[src/rtl/bcd_alu_ctrl.sv]
// Digit-serial sign-magnitude BCD add/subtract sequencer: compares magnitudes MSB first,
// then adds or subtracts one digit per cycle LSB first and returns a normalised signed result.
module bcd_alu_ctrl #(
    parameter int DIGIT_NUM = 8
) (
    input  logic                   clock,
    input  logic                   reset,
    input  logic                   start,
    input  logic [2:0]             op,
    input  logic [DIGIT_NUM*4-1:0] operand0,
    input  logic                   operand0_sign,
    input  logic [DIGIT_NUM*4-1:0] operand1,
    input  logic                   operand1_sign,
    output logic                   busy,
    output logic                   done,
    output logic [DIGIT_NUM*4-1:0] result,
    output logic                   result_sign,
    output logic                   overflow,
    output logic                   error
);

    localparam int W  = DIGIT_NUM * 4;
    localparam int CW = $clog2(DIGIT_NUM);
    localparam logic [CW-1:0] LAST = CW'(DIGIT_NUM - 1);
    localparam logic [2:0] OP_SUM = 3'b000;
    localparam logic [2:0] OP_SUB = 3'b001;

    typedef enum logic [1:0] {IDLE, CMP, ADD, DONE} state_t;

    function automatic logic has_bad_digit(input logic [W-1:0] v);
        logic bad;
        bad = 1'b0;
        for (int i = 0; i < DIGIT_NUM; i++) begin
            if (v[4*i +: 4] > 4'd9) bad = 1'b1;
        end
        return bad;
    endfunction

    // Returns {carry_out, digit}; any raw sum above 9 lands in 16..25 after +6.
    function automatic logic [4:0] bcd_add(input logic [3:0] x, input logic [3:0] y,
                                           input logic cin);
        logic [4:0] s;
        s = {1'b0, x} + {1'b0, y} + {4'b0000, cin};
        if (s > 5'd9) s = s + 5'd6;
        return s;
    endfunction

    // Returns {borrow_out, digit}.
    function automatic logic [4:0] bcd_sub(input logic [3:0] x, input logic [3:0] y,
                                           input logic bin);
        logic signed [5:0] d;
        logic              neg;
        d   = $signed({2'b00, x}) - $signed({2'b00, y}) - $signed({5'b00000, bin});
        neg = (d < 6'sd0);
        if (neg) d = d + 6'sd10;
        return {neg, d[3:0]};
    endfunction

    state_t        state_q, state_d;
    logic          pend_q, pend_d;
    logic [CW-1:0] cnt_q, cnt_d;
    logic          carry_q, carry_d;
    logic          gt_q, gt_d;
    logic          lt_q, lt_d;
    logic          sub_q, sub_d;
    logic          sign_q, sign_d;
    logic          busy_q, busy_d;
    logic          done_q, done_d;
    logic [W-1:0]  result_q, result_d;
    logic          result_sign_q, result_sign_d;
    logic          overflow_q, overflow_d;
    logic          error_q, error_d;

    logic [W-1:0]  a_q, a_d;
    logic [W-1:0]  b_q, b_d;
    logic [W-1:0]  acc_q, acc_d;
    logic [2:0]    op_q, op_d;
    logic          s0_q, s0_d;
    logic          s1_q, s1_d;

    logic [3:0]    a_dig, b_dig;
    logic [4:0]    dig;
    logic          eff_s1, invalid, accept;

    always_comb begin
        state_d       = state_q;
        pend_d        = pend_q;
        cnt_d         = cnt_q;
        carry_d       = carry_q;
        gt_d          = gt_q;
        lt_d          = lt_q;
        sub_d         = sub_q;
        sign_d        = sign_q;
        busy_d        = busy_q;
        done_d        = 1'b0;
        result_d      = result_q;
        result_sign_d = result_sign_q;
        overflow_d    = overflow_q;
        error_d       = error_q;
        a_d           = a_q;
        b_d           = b_q;
        acc_d         = acc_q;
        op_d          = op_q;
        s0_d          = s0_q;
        s1_d          = s1_q;

        a_dig   = a_q[4*int'(cnt_q) +: 4];
        b_dig   = b_q[4*int'(cnt_q) +: 4];
        dig     = sub_q ? bcd_sub(a_dig, b_dig, carry_q) : bcd_add(a_dig, b_dig, carry_q);
        eff_s1  = s1_q ^ (op_q == OP_SUB);
        invalid = ((op_q != OP_SUM) && (op_q != OP_SUB)) || has_bad_digit(a_q)
                  || has_bad_digit(b_q);
        accept  = start && !pend_q && ((state_q == IDLE) || (state_q == DONE));

        // Operands are captured here; validation happens on the following edge.
        if (accept) begin
            pend_d = 1'b1;
            a_d    = operand0;
            b_d    = operand1;
            op_d   = op;
            s0_d   = operand0_sign;
            s1_d   = operand1_sign;
        end

        case (state_q)
            IDLE: begin
                if (pend_q) begin
                    pend_d = 1'b0;
                    if (invalid) begin
                        state_d       = DONE;
                        done_d        = 1'b1;
                        error_d       = 1'b1;
                        result_d      = '0;
                        result_sign_d = 1'b0;
                        overflow_d    = 1'b0;
                    end else if (s0_q == eff_s1) begin
                        state_d = ADD;
                        busy_d  = 1'b1;
                        sub_d   = 1'b0;
                        sign_d  = s0_q;
                        cnt_d   = '0;
                        carry_d = 1'b0;
                    end else begin
                        state_d = CMP;
                        busy_d  = 1'b1;
                        cnt_d   = LAST;
                        gt_d    = 1'b0;
                        lt_d    = 1'b0;
                    end
                end
            end
            CMP: begin
                if (!gt_q && !lt_q) begin
                    gt_d = (a_dig > b_dig);
                    lt_d = (a_dig < b_dig);
                end
                cnt_d = cnt_q - CW'(1);
                // Put the larger magnitude in a so the subtractor never ends with a borrow.
                if (cnt_q == '0) begin
                    state_d = ADD;
                    sub_d   = 1'b1;
                    cnt_d   = '0;
                    carry_d = 1'b0;
                    if (lt_d) begin
                        a_d    = b_q;
                        b_d    = a_q;
                        sign_d = eff_s1;
                    end else begin
                        sign_d = s0_q;
                    end
                end
            end
            ADD: begin
                acc_d   = {dig[3:0], acc_q[W-1:4]};
                carry_d = dig[4];
                cnt_d   = cnt_q + CW'(1);
                if (cnt_q == LAST) begin
                    state_d       = DONE;
                    done_d        = 1'b1;
                    busy_d        = 1'b0;
                    result_d      = acc_d;
                    overflow_d    = !sub_q && dig[4];
                    result_sign_d = sign_q && (acc_d != '0);
                    error_d       = 1'b0;
                end
            end
            DONE: begin
                state_d = IDLE;
            end
            default: begin
                state_d = IDLE;
            end
        endcase
    end

    always_ff @(posedge clock or posedge reset) begin
        if (reset) begin
            state_q       <= IDLE;
            pend_q        <= 1'b0;
            cnt_q         <= '0;
            carry_q       <= 1'b0;
            gt_q          <= 1'b0;
            lt_q          <= 1'b0;
            sub_q         <= 1'b0;
            sign_q        <= 1'b0;
            busy_q        <= 1'b0;
            done_q        <= 1'b0;
            result_q      <= '0;
            result_sign_q <= 1'b0;
            overflow_q    <= 1'b0;
            error_q       <= 1'b0;
        end else begin
            state_q       <= state_d;
            pend_q        <= pend_d;
            cnt_q         <= cnt_d;
            carry_q       <= carry_d;
            gt_q          <= gt_d;
            lt_q          <= lt_d;
            sub_q         <= sub_d;
            sign_q        <= sign_d;
            busy_q        <= busy_d;
            done_q        <= done_d;
            result_q      <= result_d;
            result_sign_q <= result_sign_d;
            overflow_q    <= overflow_d;
            error_q       <= error_d;
        end
    end

    always_ff @(posedge clock) begin
        a_q   <= a_d;
        b_q   <= b_d;
        acc_q <= acc_d;
        op_q  <= op_d;
        s0_q  <= s0_d;
        s1_q  <= s1_d;
    end

    assign busy        = busy_q;
    assign done        = done_q;
    assign result      = result_q;
    assign result_sign = result_sign_q;
    assign overflow    = overflow_q;
    assign error       = error_q;

endmodule

[config.mk]
export PLATFORM = sky130hd
export DESIGN_NAME = bcd_alu_ctrl
export DESIGN_NICKNAME = d
export VERILOG_FILES = /design/src/rtl/bcd_alu_ctrl.sv
export SDC_FILE = /design/constraint.sdc
export NUM_CORES = 1
export LEC_CHECK = 0
export CAP_MARGIN = 10
export CORE_ASPECT_RATIO = 1.4
export CORE_MARGIN = 2
export CORE_UTILIZATION = 30
export DETAILED_ROUTE_END_ITERATION = 12
export GPL_TIMING_DRIVEN = 0
export PLACE_DENSITY_LB_ADDON = 0.08
export SYNTH_ARGS = -nofsm -noshare
export SYNTH_HDL_FRONTEND = slang
export SYNTH_SLANG_ARGS = --single-unit
[constraint.sdc]
create_clock -name clock -period 9.6 [get_ports clock]
set_input_delay 1.92 -clock clock [delete_from_list [all_inputs] [get_ports clock]]
set_output_delay 1.92 -clock clock [all_outputs]
set_load 0.02 [all_outputs]
==> results.md, run 1 <==
- Gr usage total: 0.172
- Required time worst endpoint: 9.89 ns
- Syn_nets: 826
- Share of layout cells above drive strength 1: 0.0859
- Outcome: completed
- Core area: 23800 um^2
- Chip height: 188 um
- Worst Path Class, Setup: register to register
- Final ANT Viol Nets: 0
- Max capacitance violation total: 0
- Worst min-delay path class: register to register
- Skew final: 0.0159 ns
- Worst setup SP type: register
- Initial Util: 0.304
- Final nets: 955
- TritonCTS clock tree: done
- CP Max Fanout: 10
- Yosys warns: 0
- Area grow syn2layout: 28.9%
- Htree depth: 4
- Routed wire length: 21.2 mm
- Adder-Cell Fraction of Synth Area: 0.0429
- Sequential share of the synthesized area: 0.481
- Skew-Pair Late Insertion Delay: 0.43 ns
- Buffers on Ports: 108
- Mux contribution to synthesized area: 0.156
- Final hold viol count: 0
- FFs w/ async S/R, synth: 0.331
- CTS Hold Bufs: 0
- CTS root buffer: clkbuf_16
- RSZ-0062 raised after global routing: false
- Overflow after GRT: 0
- Worst slew pin tran: 0.862 ns
- DR WL/cell: 17.9 um
- # resized after CTS: 0
- Clock Sinks: 145
- Largest family of logic cells by synthesized area: multiplexers
- HPWL after DPL: 16.7 mm
- Post-CTS Repair Setup Buffers: 0
- IO Count: 109
- Finished Core Util: 0.391
- Largest area contributor in the netlist: dfxtp_1
- Synth area leaders: dfxtp_1 (18%), dfrtp_1 (17%), edfxtp_1 (14%)
- Post-synth EDFFs: 33
- First-pass GRT wire length: 33.3 mm
- Die width: 135 um
- Max Root-Sink Buffers: 2
- Most common cell after layout, fill and taps aside: clkdlybuf4s50_1
- Vias: 5852
- Simple-Gate Fraction of Synth Area: 0.130
- Post-Synthesis Cell Area: 7230 um^2
- Iter 0 DRT Violations: 291
- Most frequent cells in the layout: clkdlybuf4s50_1 (108), nand2_1 (95), nor2_1 (81)
- Yosys cell types: 62
- Largest net degree at the start of global routing: 34
- Top-area cell type share of the netlist area: 0.177
- CTS clk-pin slew, worst paths: 0.06 ns
- Slew HR: 0.426
- Synth Area in Compound Gates: 0.137
- Initial antenna violation count: 0
- Crit end category: register
- Worst EP arrival: 5.34 ns
- Fin. max-slew vios: 0
- # setup viols final: 0
- Die area: 25400 um^2
- DRC errors left: 0
- Vias per cell: 4.95
- DR pass1 iterations: 4
- Routability cong.: 0.829
- Xor and xnor area share after synthesis: 0.0119
- Post-Synthesis Cells: 731
- Fin crit share: 0.526
- Min Tclk post-route: 5.05 ns
- Vias in the first global route: 6037
- Syn avg cell area: 9.89 um^2
- TNS Setup: 0 ns
- Fmax: 0.198 GHz
- Top FF cell, synth: dfxtp_1
- Rows: 67
- Yosys reg bits: 145
- ANT cells: 0
- TritonCTS buffer count: 17
- Hold slack: 0.474 ns
logic make-up (layout without fill, tap and decap cells):
family                   Yosys count  after routing
flip-flops                       145            145
adder cells (fa/ha/maj)           23             23
XOR/XNOR                           9              9
AO/OA/AOI/OAI                    174            174
buffers and inverters             73            215
multiplexers                      91             91
AND/OR/NAND/NOR                  216            216
worst paths after layout:
kind | startpoint | to | slack, ns | cells after the start
min | result[9] | result[9] | 0.47 | 2
min in group asynchronous | reset | carry_q | 1.81 | 2
min reg2reg | result[9] | result[9] | 0.47 | 2
max reg2reg | cnt_q[1] | result_sign | 4.55 | 17
max in group asynchronous | reset | result[18] | 7.29 | 3
max | cnt_q[1] | result_sign | 4.55 | 17
state kept, by name (all words and copies together) (netlist names), 2 cells and up:
signal / count
a_q: 32
b_q: 32
result: 32
acc_q: 28
cnt_q: 3
op_q: 3
state_q: 2
cells in the mapped netlist, types with 4 or more instances:
cell type	n
a211oi_1	5
a21oi_1	78
a31oi_1	4
and2_1	6
buf_2	8
clkbuf_1	30
dfrtp_1	48
dfxtp_1	64
edfxtp_1	33
ha_1	20
inv_1	28
mux2_2	4
mux2i_1	70
mux4_2	14
nand2_1	95
nand4_1	6
nor2_1	81
nor4_1	6
o21ai_0	49
o21ai_1	7
o31ai_1	6
xnor2_1	7
per-stage QoR:
step,instance area (um^2),instances,setup WS [ns]
4_1_cts,9290,1182,4.52
5_1_grt,9320,1183,4.19
3_5_place_dp,8720,1150,4.55
2_1_floorplan,7230,731,5.53
6_report,9320,1183,4.55
3_3_place_gp,8700,1149,4.68
per-layer routing:
metal	vias up	track usage	part of all wire
met1	2838	0.180	0.39
met2	130	0.330	0.55
met5	-	0	0
li1	2850	-	-
met3	34	0.0273	0.032
met4	0	0.0745	0.028
critical path, stage by stage (launching register included):
cell and delay, ns:
dfrtp_1 0.35, clkbuf_1 0.48, clkbuf_1 0.61, mux4_2 0.48, mux2i_1 0.29, ha_1 0.22
inv_1 0.05, fa_1 0.55, inv_1 0.06, ha_1 0.20, xor2_1 0.17, ha_1 0.23
a211oi_1 0.32, xnor2_1 0.16, mux2i_1 0.09, mux2i_1 0.34, a41o_1 0.26, o21ai_1 0.06
layout make-up:
cell class / count / area [um^2]
sequential: 145 / 3470
inverter: 29 / 109
tap: 310 / 388
buffer: 44 / 194
clock inverter: 15 / 148
timing repair buffer: 110 / 1130
multi-input combinational: 513 / 3450
clock buffer: 17 / 425
fill: 2398 / 14500
Power of run 1 is left out: the tool's default activity adds up to more than one toggle a clock period on the data nets, which glitch-free logic cannot reach.
==> inputs of run 2 (changes only) <==
==> constraint.sdc (replaced) <==
create_clock -name clock -period 5.1 [get_ports clock]
set_input_delay 1.02 -clock clock [delete_from_list [all_inputs] [get_ports clock]]
set_output_delay 1.02 -clock clock [all_outputs]
set_load 0.02 [all_outputs]
==> results.md, run 2 (synthesis gave the netlist of run 1 again) <==
- Outcome: completed
- Crit end category: register
- Most frequent cells in the layout: clkdlybuf4s50_1 (108), nand2_1 (95), nor2_1 (81)
- Htree depth: 4 (unchanged)
- Overflow after GRT: 0 (unchanged)
- Final hold viol count: 0 (unchanged)
- Fin. max-slew vios: 0 (unchanged)
- Reg2Reg Setup Slack: 0.43 ns (-4.12 ns)
- Slew HR: 0.429 (+0.00394)
- HP Start: result[9]
- HPWL after DPL: 16.7 mm (unchanged)
- CTS root buffer: clkbuf_16
- TNS Setup: 0 ns (unchanged)
- Chip height: 188 um (unchanged)
- Worst setup SP type: register
- # setup viols final: 0 (unchanged)
- Min Tclk post-route: 4.67 ns (-0.384 ns)
- ANT cells: 0 (unchanged)
- CP Max Fanout: 10 (unchanged)
- R2R Path Start: cnt_q[0]
- DRC errors left: 0 (unchanged)
- Final nets: 955 (unchanged)
- Clock Sinks: 145 (unchanged)
- Vias in the first global route: 6037 (unchanged)
- Required time worst endpoint: 5.39 ns (-4.50 ns)
- IO Count: 109 (unchanged)
- Worst slew pin tran: 0.856 ns (-0.00590 ns)
- Routed wire length: 21.2 mm (about the same)
- Core area: 23800 um^2 (unchanged)
- Buffers on Ports: 108 (unchanged)
- Fmax: 0.214 GHz (+8.2%)
- DR WL/cell: 18.0 um (about the same)
- Worst Path Class, Setup: register to register
- Skew-Pair Late Insertion Delay: 0.43 ns (about the same)
- Max capacitance violation total: 0 (unchanged)
- Iter 0 DRT Violations: 292 (+0.34%)
- Cell Chain, Critical Path: buf_2 > clkbuf_4 > mux4_2 > mux2i_1 > ha_1 > inv_1 > fa_1 > inv_1 > ha_1 > xor2_1 > ha_1 > a211oi_1 > xnor2_1 > mux2i_1 > mux2i_2 > a41o_1 > o21ai_1
- First-pass GRT wire length: 33.3 mm (unchanged)
- Cell mode on critical path: ha_1
- Area grow syn2layout: 29.0% (about the same)
- # resized after CTS: 0 (unchanged)
- Layout fillers: 2394 (-0.17%)
- Slowest cell on crit path: mux4_2
- Worst EP arrival: 4.96 ns (-0.38 ns)
- CTS clk-pin slew, worst paths: 0.06 ns (about the same)
- Worst min-delay path class: register to register
- Share of layout cells above drive strength 1: 0.0893 (+0.00344)
- Max Root-Sink Buffers: 2 (unchanged)
- Worst path max stage delay: 0.60 ns (about the same)
- Beginning of the critical path: cnt_q[0]
- Vias per cell: 4.95 (+0.10%)
- Vias: 5858 (+0.10%)
- Fin crit share: 0.915 (+0.389)
- Largest net degree at the start of global routing: 34 (unchanged)
- Post-CTS Repair Setup Buffers: 0 (unchanged)
- Most common cell after layout, fill and taps aside: clkdlybuf4s50_1
- TritonCTS buffer count: 17 (unchanged)
- Routability cong.: 0.829 (unchanged)
- Skew final: 0.0146 ns (-0.00122 ns)
- Initial antenna violation count: 0 (unchanged)
- Rows: 67 (unchanged)
- Die area: 25400 um^2 (unchanged)
- RSZ-0062 raised after global routing: false
- DR pass1 iterations: 5 (+1)
- Gr usage total: 0.172 (unchanged)
- Final ANT Viol Nets: 0 (unchanged)
- TritonCTS clock tree: done
- Die width: 135 um (unchanged)
- Initial Util: 0.304 (unchanged)
- CTS Hold Bufs: 0 (unchanged)
-- run 2: worst paths after layout --
kind,end,cells after the start
min in group asynchronous,result[0],2
max in group asynchronous,result[18],3
max reg2reg,result_sign,17
min,result[9],2
max,result_sign,17
min reg2reg,result[9],2
-- run 2: layout make-up --
| cell class | instances | area (um^2) | share of cell area |
|---|---|---|---|
| tap | 310 | 388 | 0.0416 |
| clock buffer | 17 | 425 | 0.0456 |
| inverter | 29 | 109 | 0.0117 |
| timing repair buffer | 110 | 1130 | 0.121 |
| sequential | 145 | 3470 | 0.372 |
| multi-input combinational | 513 | 3460 | 0.371 |
| clock inverter | 15 | 148 | 0.0158 |
| buffer | 44 | 199 | 0.0213 |
-- run 2: metal layers --
metal	up-vias	global-route usage	wire length [um]
met2	136	0.330	11700
met3	37	0.0273	700
met5	-	0	0
met4	0	0.0745	646
met1	2833	0.180	8180
li1	2852	-	-
-- run 2: through the flow --
stage / std cells / worst slack (ns) / utilization / cell area, um^2 / hold WS (ns)
6_report: 1183 / 0.432 / 0.392 / 9330 / 0.474
5_1_grt: 1183 / 0.0689 / 0.392 / 9330 / 0.490
4_1_cts: 1182 / 0.0223 / 0.390 / 9290 / 0.483
3_5_place_dp: 1150 / 0.0477 / 0.366 / 8720 / 0.470
3_3_place_gp: 1149 / 0.175 / 0.365 / 8700 / 0.464
2_1_floorplan: 731 / 1.03 / - / 7230 / 0.451
-- run 2: critical path: cells and delay by family, from the launching register on --
family / cells / cell delay, ns
AOI/OAI and AO/OA: 3 / 0.62
muxes: 4 / 1.25
DFF: 1 / 0.35
buffers and inverters: 4 / 0.77
xor gates and xnor gates: 2 / 0.33
adders and majority gates: 4 / 1.20
Power of run 2 is left out for the same reason.
==> inputs of run 3 (changes only) <==
==> constraint.sdc (replaced) <==
create_clock -name clock -period 5.95 [get_ports clock]
set_input_delay 1.19 -clock clock [delete_from_list [all_inputs] [get_ports clock]]
set_output_delay 1.19 -clock clock [all_outputs]
set_load 0.02 [all_outputs]
==> results of run 3 <==
The final DEF is identical to that of run 1. Status: completed.
Among the figures that moved: setup slack after placement 4.55 ns -> 0.898 ns; setup slack after layout 4.55 ns -> 0.898 ns; register-to-register setup slack 4.55 ns -> 0.90 ns
Power of run 3 is left out for the same reason.
